## config.mk

```make
export PLATFORM = sky130hd
export DESIGN_NAME = vga_pattern_gen
export DESIGN_NICKNAME = d
export VERILOG_FILES = /design/src/rtl/vga_pattern_gen.sv
export SDC_FILE = /design/constraint.sdc
export NUM_CORES = 1
export LEC_CHECK = 0
export BUFFER_PORTS_ARGS = -buffer_cell sky130_fd_sc_hd__buf_2
export CORE_UTILIZATION = 45
export CTS_CLUSTER_DIAMETER = 30
export CTS_CLUSTER_SIZE = 40
export DETAILED_ROUTE_END_ITERATION = 8
export MAX_ROUTING_LAYER = met4
export PLACE_DENSITY = 0.61
export SYNTH_ARGS = -nofsm -noshare
export SYNTH_HDL_FRONTEND = slang
export SYNTH_SLANG_ARGS = --single-unit
```

## constraint.sdc

```tcl
create_clock -name clock -period 4.05 [get_ports clock]
set_input_delay 0.6075 -clock clock [delete_from_list [all_inputs] [get_ports clock]]
set_output_delay 0.6075 -clock clock [all_outputs]
set_load 0.01 [all_outputs]
```

## src/rtl/vga_pattern_gen.sv

```systemverilog
// VGA timing and test-pattern generator.
// A clock divider produces the pixel strobe, horizontal/vertical counters walk
// the full raster, and every output is registered on the pixel strobe so RGB,
// syncs, active and coordinates stay mutually aligned.
module vga_pattern_gen #(
    parameter int   CLK_DIV   = 4,
    parameter int   H_VISIBLE = 640,
    parameter int   H_FRONT   = 16,
    parameter int   H_SYNC    = 96,
    parameter int   H_BACK    = 48,
    parameter int   V_VISIBLE = 480,
    parameter int   V_FRONT   = 10,
    parameter int   V_SYNC    = 2,
    parameter int   V_BACK    = 33,
    parameter int   NUM_BARS  = 8,
    parameter logic SYNC_POL  = 1'b0,
    parameter int   COLOR_W   = 4
) (
    input  logic                   clock,
    input  logic                   res,
    input  logic                   enable,
    input  logic [1:0]             mode,
    input  logic [3*COLOR_W-1:0]   fg_color,
    output logic                   hsync,
    output logic                   vsync,
    output logic [COLOR_W-1:0]     red,
    output logic [COLOR_W-1:0]     green,
    output logic [COLOR_W-1:0]     blue,
    output logic                   active,
    output logic [9:0]             pixel_x,
    output logic [9:0]             pixel_y,
    output logic                   frame_start
);

    localparam int H_TOTAL  = H_VISIBLE + H_FRONT + H_SYNC + H_BACK;
    localparam int V_TOTAL  = V_VISIBLE + V_FRONT + V_SYNC + V_BACK;
    localparam int HW       = (H_TOTAL > 1) ? $clog2(H_TOTAL) : 1;
    localparam int VW       = (V_TOTAL > 1) ? $clog2(V_TOTAL) : 1;
    localparam int DW       = (CLK_DIV > 1) ? $clog2(CLK_DIV) : 1;
    localparam int HBW      = H_VISIBLE / NUM_BARS;
    localparam int VBH      = V_VISIBLE / NUM_BARS;
    localparam int PW       = (HBW > 1) ? $clog2(HBW) : 1;
    localparam int LW       = (VBH > 1) ? $clog2(VBH) : 1;
    localparam int BW       = (NUM_BARS > 1) ? $clog2(NUM_BARS) : 1;
    localparam int CW       = 3 * COLOR_W;
    localparam int HS_START = H_VISIBLE + H_FRONT;
    localparam int HS_END   = HS_START + H_SYNC;
    localparam int VS_START = V_VISIBLE + V_FRONT;
    localparam int VS_END   = VS_START + V_SYNC;

    localparam logic [DW-1:0] DIV_LAST = DW'(CLK_DIV - 1);
    localparam logic [HW-1:0] H_LAST   = HW'(H_TOTAL - 1);
    localparam logic [VW-1:0] V_LAST   = VW'(V_TOTAL - 1);
    localparam logic [PW-1:0] HB_LAST  = PW'(HBW - 1);
    localparam logic [LW-1:0] VB_LAST  = LW'(VBH - 1);

    localparam logic [1:0] MODE_SOLID = 2'd0;
    localparam logic [1:0] MODE_VBARS = 2'd1;
    localparam logic [1:0] MODE_HBARS = 2'd2;
    localparam logic [1:0] MODE_CHECK = 2'd3;

    // Bar palette: bar 0 white down to bar 7 black, each channel all-ones or zero.
    function automatic logic [CW-1:0] bar_rgb(input logic [2:0] b);
        logic [2:0] c;
        c = 3'd7 - b;
        return {{COLOR_W{c[2]}}, {COLOR_W{c[1]}}, {COLOR_W{c[0]}}};
    endfunction

    logic [DW-1:0] div_r;
    logic [HW-1:0] h_cnt_r;
    logic [VW-1:0] v_cnt_r;
    logic [PW-1:0] hb_pix_r;
    logic [BW-1:0] hb_idx_r;
    logic [LW-1:0] vb_line_r;
    logic [BW-1:0] vb_idx_r;
    logic [1:0]    mode_r;
    logic [CW-1:0] fg_r;

    logic          pix_en_s;
    logic          line_end_s;
    logic          frame_end_s;
    logic          frame_origin_s;
    logic          visible_s;
    logic          hsync_on_s;
    logic          vsync_on_s;
    logic [1:0]    mode_eff_s;
    logic [CW-1:0] fg_eff_s;
    logic [CW-1:0] rgb_s;
    logic [9:0]    px_s;
    logic [9:0]    py_s;

    logic          hsync_r;
    logic          vsync_r;
    logic [CW-1:0] rgb_r;
    logic          active_r;
    logic [9:0]    pixel_x_r;
    logic [9:0]    pixel_y_r;
    logic          frame_start_r;

    // Raster position decode from the current counter values.
    always_comb begin
        pix_en_s       = (div_r == DIV_LAST);
        line_end_s     = (h_cnt_r == H_LAST);
        frame_end_s    = (v_cnt_r == V_LAST);
        frame_origin_s = (h_cnt_r == {HW{1'b0}}) && (v_cnt_r == {VW{1'b0}});
        visible_s      = (int'(h_cnt_r) < H_VISIBLE) && (int'(v_cnt_r) < V_VISIBLE);
        hsync_on_s     = (int'(h_cnt_r) >= HS_START) && (int'(h_cnt_r) < HS_END);
        vsync_on_s     = (int'(v_cnt_r) >= VS_START) && (int'(v_cnt_r) < VS_END);
        px_s           = 10'(h_cnt_r);
        py_s           = 10'(v_cnt_r);
    end

    // At the frame origin the live inputs are used so the first pixel already
    // shows the newly sampled mode/colour; elsewhere the shadow copy applies.
    always_comb begin
        if (frame_origin_s) begin
            mode_eff_s = mode;
            fg_eff_s   = fg_color;
        end else begin
            mode_eff_s = mode_r;
            fg_eff_s   = fg_r;
        end
    end

    // Pattern colour for the current pixel, blanked outside the visible area.
    always_comb begin
        rgb_s = {CW{1'b0}};
        if (enable && visible_s) begin
            case (mode_eff_s)
                MODE_SOLID: rgb_s = fg_eff_s;
                MODE_VBARS: rgb_s = bar_rgb(3'(hb_idx_r));
                MODE_HBARS: rgb_s = bar_rgb(3'(vb_idx_r));
                MODE_CHECK: rgb_s = (px_s[5] ^ py_s[5]) ? fg_eff_s : {CW{1'b0}};
                default:    rgb_s = {CW{1'b0}};
            endcase
        end else begin
            rgb_s = {CW{1'b0}};
        end
    end

    // Pixel-rate divider; with CLK_DIV=1 it stays at zero and strobes every clock.
    always_ff @(posedge clock or posedge res) begin
        if (res) begin
            div_r <= {DW{1'b0}};
        end else if (pix_en_s) begin
            div_r <= {DW{1'b0}};
        end else begin
            div_r <= div_r + DW'(1);
        end
    end

    // Horizontal and vertical raster counters, wrapping together at frame end.
    always_ff @(posedge clock or posedge res) begin
        if (res) begin
            h_cnt_r <= {HW{1'b0}};
            v_cnt_r <= {VW{1'b0}};
        end else if (pix_en_s) begin
            if (line_end_s) begin
                h_cnt_r <= {HW{1'b0}};
                if (frame_end_s) begin
                    v_cnt_r <= {VW{1'b0}};
                end else begin
                    v_cnt_r <= v_cnt_r + VW'(1);
                end
            end else begin
                h_cnt_r <= h_cnt_r + HW'(1);
            end
        end
    end

    // Vertical-bar index: counts pixels within a bar, restarts every line and
    // saturates on the last visible bar so it never outgrows its width.
    always_ff @(posedge clock or posedge res) begin
        if (res) begin
            hb_pix_r <= {PW{1'b0}};
            hb_idx_r <= {BW{1'b0}};
        end else if (pix_en_s) begin
            if (line_end_s) begin
                hb_pix_r <= {PW{1'b0}};
                hb_idx_r <= {BW{1'b0}};
            end else if (int'(h_cnt_r) < H_VISIBLE - 1) begin
                if (hb_pix_r == HB_LAST) begin
                    hb_pix_r <= {PW{1'b0}};
                    hb_idx_r <= hb_idx_r + BW'(1);
                end else begin
                    hb_pix_r <= hb_pix_r + PW'(1);
                end
            end
        end
    end

    // Horizontal-bar index: counts lines within a bar, restarts every frame and
    // saturates on the last visible bar.
    always_ff @(posedge clock or posedge res) begin
        if (res) begin
            vb_line_r <= {LW{1'b0}};
            vb_idx_r  <= {BW{1'b0}};
        end else if (pix_en_s && line_end_s) begin
            if (frame_end_s) begin
                vb_line_r <= {LW{1'b0}};
                vb_idx_r  <= {BW{1'b0}};
            end else if (int'(v_cnt_r) < V_VISIBLE - 1) begin
                if (vb_line_r == VB_LAST) begin
                    vb_line_r <= {LW{1'b0}};
                    vb_idx_r  <= vb_idx_r + BW'(1);
                end else begin
                    vb_line_r <= vb_line_r + LW'(1);
                end
            end
        end
    end

    // Shadow mode/colour, captured once per frame so a frame is never mixed.
    always_ff @(posedge clock or posedge res) begin
        if (res) begin
            mode_r <= MODE_SOLID;
            fg_r   <= {CW{1'b0}};
        end else if (pix_en_s && frame_origin_s) begin
            mode_r <= mode;
            fg_r   <= fg_color;
        end
    end

    // Output stage: everything updates together on the pixel strobe.
    always_ff @(posedge clock or posedge res) begin
        if (res) begin
            hsync_r   <= ~SYNC_POL;
            vsync_r   <= ~SYNC_POL;
            rgb_r     <= {CW{1'b0}};
            active_r  <= 1'b0;
            pixel_x_r <= 10'd0;
            pixel_y_r <= 10'd0;
        end else if (pix_en_s) begin
            hsync_r   <= hsync_on_s ? SYNC_POL : ~SYNC_POL;
            vsync_r   <= vsync_on_s ? SYNC_POL : ~SYNC_POL;
            rgb_r     <= rgb_s;
            active_r  <= visible_s;
            pixel_x_r <= px_s;
            pixel_y_r <= py_s;
        end
    end

    // Frame-start strobe: high only in the clock where outputs become (0,0).
    always_ff @(posedge clock or posedge res) begin
        if (res) begin
            frame_start_r <= 1'b0;
        end else begin
            frame_start_r <= pix_en_s && frame_origin_s;
        end
    end

    assign hsync       = hsync_r;
    assign vsync       = vsync_r;
    assign red         = rgb_r[3*COLOR_W-1:2*COLOR_W];
    assign green       = rgb_r[2*COLOR_W-1:COLOR_W];
    assign blue        = rgb_r[COLOR_W-1:0];
    assign active      = active_r;
    assign pixel_x     = pixel_x_r;
    assign pixel_y     = pixel_y_r;
    assign frame_start = frame_start_r;

endmodule

```

==> results.py <==
metrics = {
    "grt": {
        "grt_pass1_wl_um": 17200,
        "grt_max_degree": 45,
        "grt_antenna_before_repair": 0,
        "grt_pass1_vias": 3352,
        "grt-ovfl-total": 0,
        "grtUsageTotal": 0.204,
    },
    "setup_path": {
        "worstSetupStartpointType": "flop",
        "worst-path-buf-inv": 2,
        "cp_num_cells": 9,
        "crit_path_max_fanout": 16,
        "crit_type": "flop to flop",
        "cp_slowest_cell": "nor3_4",
        "crit_required_ps": 4300,
        "crit_path_max_incr_delay_ps": 740,
        "reg2reg_depth": 9,
        "crit_chain": "inv_1 -> ha_1 -> nor2b_1 -> nand3_1 -> nor3_4 -> buf_4 -> mux2_2 -> a31oi_1 -> o31ai_1",
        "critPathTopFamily": "simple AND/OR/NAND/NOR gates",
        "endpoint_kind": "flop",
        "crit_arrival_ps": 3140,
    },
    "place": {
        "io_buffers": 52,
        "pre_cts_ws_ps": 1200,
        "dp_hpwl_um": 7110,
        "place_congestion": 0.807,
    },
    "job": {
        "drv_cap": 0,
    },
    "synthesis": {
        "synth_nets": 478,
        "synth-edff-count": 0,
        "syn-instance-count": 452,
        "syn_area_mm2": 0.00475,
        "yosysWarnings": 0,
        "syn_avg_cell_area_um2": 10.5,
        "ys.flop_type": "dfrtp_1",
        "ys_seq_elements": 91,
        "yosys.cell_types.count": 59,
        "async_flop_share": 1.00,
        "seq_area_frac_synth": 0.480,
    },
    "layout": {
        "layout-area-overhead-vs-synth_pct": 11.7,
        "final-seq-area_mm2": 0.00228,
        "final_core_util": 0.516,
        "multi_input_area_mm2": 0.00224,
        "final_common_cell": "dfrtp_1",
        "nFillCells": 961,
        "finalNetCount": 522,
        "layout_common_cells": "dfrtp_1, buf_2, nand2_1, mux2_2, nor2_1",
        "drive_above_1_share": 0.255,
        "antennaDiodeCount": 0,
    },
    "routing": {
        "wl_per_cell_um": 15.9,
        "drt_iter0_drc": 155,
        "drt_first_pass_iters": 6,
        "avgViaCountPerCell": 5.57,
        "drc": 2,
        "drt_wl_total_um": 10200,
        "via_count": 3551,
        "ant_nets": 0,
    },
    "timing": {
        "fin_ws_ps": 1160,
        "setup_viol": 0,
        "rsz0062_at_grt": "false",
        "period_needed_ps": 2890,
        "max_freq_ghz": 0.346,
        "clock_skew_ps": 12.2,
        "max_slew_margin": 0.445,
        "fin_setup_tns_ps": 0,
        "slew_violations": 0,
        "worst_slew_pin_slew_ps": 829,
        "hold_violations": 0,
        "finalCritPeriodShare": 0.714,
    },
    "worst_hold_path": {
        "hold_path_class": "input pin to asynchronous set/reset pin",
    },
    "floorplanning": {
        "dieArea_mm2": 0.0110,
        "die_width_um": 105,
        "coreArea_mm2": 0.0103,
        "die-height_um": 105,
        "ios": 53,
        "start_util": 0.462,
        "placementRows": 37,
    },
    "power": {
        "p_per_area_mw_per_mm2": 321,
        "ir_drop_uv": 181,
        "finalPower_mw": 1.71,
        "leakagePower_nw": 2.38,
    },
    "clock_tree": {
        "clock_sinks": 91,
        "clock_latency_ps": 370,
        "cts_buffer_depth": 2,
        "cts_root_buffer": "clkbuf_8",
        "cts_setup_buffers": 0,
        "htree_levels": 3,
        "cts_buffers": 9,
        "hold_buffers": 0,
        "clkSlewWorstSetupHoldPaths_ps": 100,
        "cts_tree": "yes",
        "cts_resized": 0,
    },
    "status": {
        "violations": "DRC",
        "status": "complete, but fails checks",
    },
}
## stage by stage
step	cell area (um2)	hold slack (ps)	cells
2_1_floorplan	4750	403	452
3_3_place_gp	5090	414	621
3_5_place_dp	5090	423	621
4_1_cts	5310	84.1	637
5_1_grt	5310	87.0	637
6_report	5310	95.2	637
## synth_stat cells (4+ instances only)
library cell   n  area (um2)
dfrtp_1       89        2230
mux2_2        42         473
nand2_1       42         158
nor2_1        28         105
o21ai_0       26         130
inv_1         22        82.6
nand3_1       15        75.1
buf_2         12        60.1
xor2_1        12         105
mux2i_1       10         100
o31ai_1       10        75.1
clkbuf_1       9        33.8
ha_1           9         113
a21oi_1        8        40.0
a31oi_1        8        50.1
and3_1         8        50.1
nand4_1        8        50.1
nor2b_1        7        43.8
a311oi_1       6        52.6
o32a_1         6        60.1
or3_1          6        37.5
xnor2_1        6        52.6
a21o_1         4        30.0
and4_1         4        35.0
nor3_1         4        20.0
## sequential cells by signal, indices dropped and copies added (netlist names)
register	count
active	1
div_r	2
fg_r	12
frame_start	1
h_cnt_r	10
hb_idx_r	3
hb_pix_r	7
hsync	1
mode_r	2
pixel_x	10
pixel_y	10
py_s	10
rgb_r	12
vb_idx_r	3
vb_line_r	6
vsync	1
## area by class of cell
| cell class | instances | area share |
|---|---|---|
| clock buffer | 9 | 0.0233 |
| clock inverter | 7 | 0.0174 |
| inverter | 22 | 0.0158 |
| multi-input combinational | 313 | 0.423 |
| sequential | 91 | 0.430 |
| tap | 136 | 0.0321 |
| timing repair buffer | 59 | 0.0589 |
## layer usage
| metal | part of all wire | vias up | track usage |
|---|---|---|---|
| li1 | - | 1734 | - |
| met1 | 0.49 | 1742 | 0.279 |
| met5 | 0 | - | - |
| met2 | 0.46 | 63 | 0.307 |
| met3 | 0.040 | 12 | 0.0412 |
| met4 | 0.014 | 0 | 0.0594 |
## logic make-up (layout without fill, tap and decap cells)
| group | after synthesis | in the layout | synth area share |
|---|---|---|---|
| AO/OA/AOI/OAI | 91 | 91 | 0.134 |
| XOR/XNOR | 18 | 18 | 0.0332 |
| buffers and inverters | 48 | 97 | 0.0492 |
| adder cells (fa/ha/maj) | 9 | 9 | 0.0237 |
| AND/OR/NAND/NOR | 143 | 143 | 0.159 |
| multiplexers | 52 | 52 | 0.121 |
| flip-flops | 91 | 91 | 0.480 |
## worst paths after layout
kind                              end  slack (ps)  startpoint
max                         rgb_r[11]        1160     py_s[0]
min in group clock           div_r[0]         440    div_r[0]
max reg2reg                 rgb_r[11]        1160     py_s[0]
min                        pixel_x[5]         100         res
min reg2reg                  div_r[0]         440    div_r[0]
max in group asynchronous       vsync        3170         res
## worst reg2reg max path, stage by stage (launching register included)
cell and delay, ps:
dfrtp_1 420, inv_1 130, ha_1 160, nor2b_1 170
nand3_1 170, nor3_4 740, buf_4 320, mux2_2 420
a31oi_1 180, o31ai_1 80
## power by group
group	internal (mW)	switching (mW)	leakage, nW
Clock	0.345	0.328	0.101
Sequential	0.924	0.0121	1.17
Combinational	0.0392	0.0563	1.11
Total	1.31	0.397	2.38
Note: power is estimated with default switching activity, not from simulation.
